## config.mk

```make
export PLATFORM = sky130hd
export DESIGN_NAME = ro_puf_top
export DESIGN_NICKNAME = d
export VERILOG_FILES = /design/src/rtl/ro_puf_top.sv
export SDC_FILE = /design/constraint.sdc
export NUM_CORES = 1
export LEC_CHECK = 0
export ABC_AREA = 1
export ABC_CLOCK_PERIOD_IN_PS = 4100
export CAP_MARGIN = 10
export CORE_AREA = 2 2 141 170
export DETAILED_ROUTE_END_ITERATION = 10
export DIE_AREA = 0 0 143 172
export SYNTH_ARGS = -nofsm -noshare
export SYNTH_HDL_FRONTEND = slang
export SYNTH_SLANG_ARGS = --single-unit
```

## constraint.sdc

```tcl
create_clock -name clk -period 4.1 [get_ports clk]
set_input_delay 0.41 -clock clk [delete_from_list [all_inputs] [get_ports clk]]
set_output_delay 0.41 -clock clk [all_outputs]
set_load 0.01 [all_outputs]
```

## src/rtl/ro_puf_top.sv

```systemverilog
// ro_puf_top: deterministic ring-oscillator PUF model.
// Each emulated RO is an 8-bit phase accumulator. Its carry-outs are counted
// over a WINDOW-cycle measurement. Response bit i is (cnt[2i] > cnt[2i+1]).
// Optional macro RO_PUF_VALID_EN adds a response_valid output.

// One emulated ring oscillator: phase accumulator plus saturating edge counter.
module ro_puf_lane #(
  parameter logic [7:0] INC = 8'h01
) (
  input  logic       clk,
  input  logic       rst,
  input  logic       i_clr,
  input  logic       i_step,
  output logic [7:0] o_cnt
);
  logic [7:0] r_acc;
  logic [7:0] r_cnt;
  logic [8:0] w_sum;

  assign w_sum = {1'b0, r_acc} + {1'b0, INC};
  assign o_cnt = r_cnt;

  // Advance phase each step and count carry-outs, saturating at 255.
  always_ff @(posedge clk) begin
    if (rst || i_clr) begin
      r_acc <= '0;
      r_cnt <= '0;
    end else if (i_step) begin
      r_acc <= w_sum[7:0];
      if (w_sum[8] && (r_cnt != 8'hFF)) r_cnt <= r_cnt + 8'd1;
    end
  end
endmodule

module ro_puf_top #(
  parameter int                        NUM_PAIRS = 4,
  parameter int                        WINDOW    = 64,
  parameter logic [16*NUM_PAIRS-1:0]   RO_INC    = 64'h250D0B1F1D111317
) (
  input  logic                 clk,
  input  logic                 rst,
  input  logic                 enable,
`ifdef RO_PUF_VALID_EN
  output logic                 response_valid,
`endif
  output logic [NUM_PAIRS-1:0] puf_response
);
  localparam int         NUM_RO   = 2 * NUM_PAIRS;
  localparam logic [7:0] WIN_LAST = 8'(WINDOW - 1);

  typedef enum logic [1:0] {IDLE, MEASURE, COMPARE, DONE} state_t;

  state_t                     r_state;
  logic [7:0]                 r_win;
  logic [NUM_PAIRS-1:0]       r_resp;
  logic [NUM_RO-1:0][7:0]     w_cnt;
  logic [NUM_PAIRS-1:0]       w_cmp;
  logic                       w_clr;
  logic                       w_step;

  // Counts are cleared on every start so repeated measurements are identical;
  // a step only happens while enable holds, an abort edge does not accumulate.
  assign w_clr  = (r_state == IDLE) && enable;
  assign w_step = (r_state == MEASURE) && enable;

  genvar k;
  generate
    for (k = 0; k < NUM_RO; k++) begin : g_ro
      ro_puf_lane #(.INC(RO_INC[8*k +: 8])) u_lane (
        .clk    (clk),
        .rst    (rst),
        .i_clr  (w_clr),
        .i_step (w_step),
        .o_cnt  (w_cnt[k])
      );
    end
    for (k = 0; k < NUM_PAIRS; k++) begin : g_cmp
      assign w_cmp[k] = (w_cnt[2*k] > w_cnt[2*k+1]);
    end
  endgenerate

  // Measurement sequencer; the response register only moves on COMPARE or reset.
  always_ff @(posedge clk) begin
    if (rst) begin
      r_state <= IDLE;
      r_win   <= '0;
      r_resp  <= '0;
    end else begin
      case (r_state)
        IDLE: begin
          if (enable) begin
            r_state <= MEASURE;
            r_win   <= '0;
          end
        end
        MEASURE: begin
          if (!enable) begin
            r_state <= IDLE;
          end else begin
            r_win <= r_win + 8'd1;
            if (r_win == WIN_LAST) r_state <= COMPARE;
          end
        end
        COMPARE: begin
          r_resp  <= w_cmp;
          r_state <= DONE;
        end
        DONE: begin
          if (!enable) r_state <= IDLE;
        end
        default: r_state <= IDLE;
      endcase
    end
  end

  assign puf_response = r_resp;

`ifdef RO_PUF_VALID_EN
  logic r_vld;

  // Valid drops at each start and rises only when a measurement completes.
  always_ff @(posedge clk) begin
    if (rst) begin
      r_vld <= 1'b0;
    end else if (r_state == IDLE && enable) begin
      r_vld <= 1'b0;
    end else if (r_state == COMPARE) begin
      r_vld <= 1'b1;
    end
  end

  assign response_valid = r_vld;
`endif
endmodule

```

==> flow_metrics.tcl <==
set metrics [dict create \
    status "completed" \
    clkPwrFrac_pct 49.6 \
    final_cell_mix "323 x nand2_1, 157 x inv_1, 144 x nor2_1" \
    core-area_mm2 0.0230 \
    crit_required_ns 4.37 \
    min_period_over_period_pct 52.9 \
    worstRegToRegCells 6 \
    io_buffers 6 \
    path_buf_inv 2 \
    grt_overflow 0 \
    timing.fmax_mhz 461 \
    maxSlewHeadroom_pct 51.6 \
    r2r_slack_ns 2.18 \
    via_per_inst 4.66 \
    intPower_mw 2.35 \
    dieWidth_um 143 \
    rsz0062_at_grt "no" \
    clock_sinks 142 \
    clk_latency_ns 0.42 \
    synth-seq-cells 142 \
    syn_nets 1240 \
    pwr-share-seq_pct 46.6 \
    post_drt_wl_per_cell_um 10.8 \
    crit_type "in2reg" \
    switching_power_mw 0.655 \
    setup_tns_ns 0 \
    antenna_found_initial 0 \
    initial_core_util_pct 34.4 \
    ant_nets 0 \
    cap_violations 0 \
    fill_cells 2441 \
    ctsHoldBuffers 0 \
    critical_path.top_delay_family "simple AND/OR/NAND/NOR gates" \
    yosysSeqAreaShare_pct 36.0 \
    clockBufferDepth 2 \
    fin_crit_ns 2.17 \
    min_from "g_ro[1].u_lane.r_acc[7]$_SDFFE_PP0P_" \
    critPathMaxFanout 37 \
    fin_nets 1245 \
    cts_buffers 17 \
    hold_path_end "g_ro[1].u_lane.r_acc[7]$_SDFFE_PP0P_" \
    die_y_um 172 \
    ir_worst_vdd_mv 0.288 \
    areaGrowthSynthToFinish_pct 12.0 \
    hp-class "reg2reg" \
    synth.avg_cell_area_um2 6.65 \
    power_density_mw_per_mm2 339 \
    drv_slew 0 \
    drt-total-wl_um 16400 \
    switching_share_pct 21.8 \
    yosys_warnings 0 \
    final-seq-area_mm2 0.00284 \
    layout-drive-gt1-share_pct 4.32 \
    whs_path_depth 2 \
    postCtsSetupBuffers 0 \
    multi_input_area_mm2 0.00433 \
    p_leak_nw 3.64 \
    tightest_slew_ns 0.726 \
    critPathMaxStageDelay_ns 0.58 \
    synth_cell_type_count 33 \
    fp.dieArea_mm2 0.0246 \
    gp_congestion 0.756 \
    comb_power_share_pct 3.7 \
    start_kind "input port" \
    grt_pass1_wl_um 29000 \
    grt_max_degree 72 \
    rr_endpoint "g_ro[3].u_lane.o_cnt[6]$_SDFFE_PP0P_" \
    synth_ff_type "dfxtp_1" \
    fin_skew_ns 0.00945 \
    first_iter_violations 411 \
    cp.arrival_ns 2.44 \
    root_buffer "clkbuf_16" \
    grt_pass1_vias 6547 \
    async_flop_share_pct 0 \
    final_common_cell "nand2_1" \
    end_kind "flip-flop" \
    hold_viol 0 \
    p_total_mw 3.00 \
    ios 7 \
    clkTransAtPathRegs_ns 0.06 \
    drt_drc_violations_left 0 \
    rows 61 \
    diodes 0 \
    vias 7079 \
    synth_edf_count 0 \
    cts_tree "done" \
    postCtsResizedCells 0 \
    synth_area_mm2 0.00791 \
    htreeDepth 4 \
    syn_inst 1188 \
    drt_pass1_iterations 5 \
    crit_chain "clkdlybuf4s50_1 > nand2_2 > nor2_8 > inv_2 > nor2_2 > nand3_1 > nand2_1 > a21oi_1" \
    dp_hpwl_um 11200 \
    report.final.setup_viol 0 \
    cp_slowest_cell "clkdlybuf4s50_1" \
    gr-usage-all-layers_pct 14.2 \
]
cell type report:
| cell class | instances | share of cell area (%) |
|---|---|---|
| clock buffer | 25 | 5.82 |
| tap | 315 | 4.45 |
| sequential | 142 | 32.1 |
| multi-input combinational | 860 | 48.9 |
| timing repair buffer | 11 | 1.24 |
| clock inverter | 5 | 0.622 |
| inverter | 161 | 6.83 |
kinds of logic (layout without fill, tap and decap cells):
logic type | Yosys count | after routing | share of synthesized area [%]
adder cells (fa/ha/maj) | 49 | 49 | 7.76
XOR/XNOR | 25 | 25 | 2.77
AND/OR/NAND/NOR | 587 | 587 | 30.9
AO/OA/AOI/OAI | 199 | 199 | 13.3
buffers and inverters | 186 | 202 | 9.26
flip-flops | 142 | 142 | 36.0
cells in the mapped netlist, types with 6 or more instances:
master    instances  area share [%]
nand4_1          25             2.0
clkbuf_1          8            0.38
a21oi_1         116             7.3
ha_1             49             7.8
o21ai_0          60             3.8
nor2_1          144             6.8
xor2_1           22             2.4
buf_2            15            0.95
nand2_1         323              15
dfxtp_1         142              36
o21a_1            6            0.57
a31oi_1           6            0.47
nor3_1           18             1.1
nand3_1          60             3.8
inv_1           157             7.5
worst register-to-register path, delay by kind of cell (launching register included):
family                 cells  cell delay, ns
and+or+nand+nor            4            0.97
DFF                        1            0.39
buffers and inverters      1            0.33
AOI/OAI and AO/OA          1            0.07
worst max path at each step:
stage                                           end  slack [ns]                                  from  cells past startpoint
3_5_place_dp   g_ro[3].u_lane.o_cnt[6]$_SDFFE_PP0P_        1.49                                enable                      8
3_3_place_gp   g_ro[3].u_lane.o_cnt[6]$_SDFFE_PP0P_        1.53                                enable                      8
2_1_floorplan  g_ro[1].u_lane.o_cnt[1]$_SDFFE_PP0P_        2.67  g_ro[1].u_lane.r_acc[0]$_SDFFE_PP0P_                     10
6_report       g_ro[3].u_lane.o_cnt[6]$_SDFFE_PP0P_        1.93                                enable                      8
5_1_grt        g_ro[3].u_lane.o_cnt[6]$_SDFFE_PP0P_        1.75                                enable                      8
4_1_cts        g_ro[3].u_lane.o_cnt[6]$_SDFFE_PP0P_        1.93                                enable                      8
layer usage:
metal,track usage [%],wire (um)
met1,17.3,7950
met2,25.0,7830
met3,2.69,395
met4,4.78,207
met5,0,0
sequential cells by signal, summed over array words and instances, names as in the netlist, named ones only:
signal / flops
puf_response: 4
r_win: 8
g_ro.u_lane.o_cnt: 64
g_ro.u_lane.r_acc: 64
r_state: 1
per-stage QoR:
stage / util [%] / worst slack, ns / hold WS [ns] / cell area [um2] / std cells
4_1_cts: 38.5 / 1.93 / 0.448 / 8850 / 1519
5_1_grt: 38.5 / 1.75 / 0.462 / 8850 / 1519
3_5_place_dp: 36.0 / 1.49 / 0.439 / 8280 / 1489
3_3_place_gp: 36.0 / 1.53 / 0.440 / 8280 / 1489
2_1_floorplan: - / 2.67 / 0.421 / 7910 / 1188
6_report: 38.5 / 1.93 / 0.442 / 8850 / 1519
power by group through the flow:
| stage | registers, mW | clock network [mW] | logic, mW |
|---|---|---|---|
| after CTS | 1.40 | 1.54 | 0.114 |
| after global routing | 1.40 | 1.60 | 0.129 |
| after detailed placement | 1.43 | 0 | 0.114 |
| after floorplan | 1.43 | 0 | 0.0881 |
| after global placement | 1.43 | 0 | 0.112 |
| final | 1.40 | 1.49 | 0.112 |
Note: power is estimated with default switching activity, not from simulation.
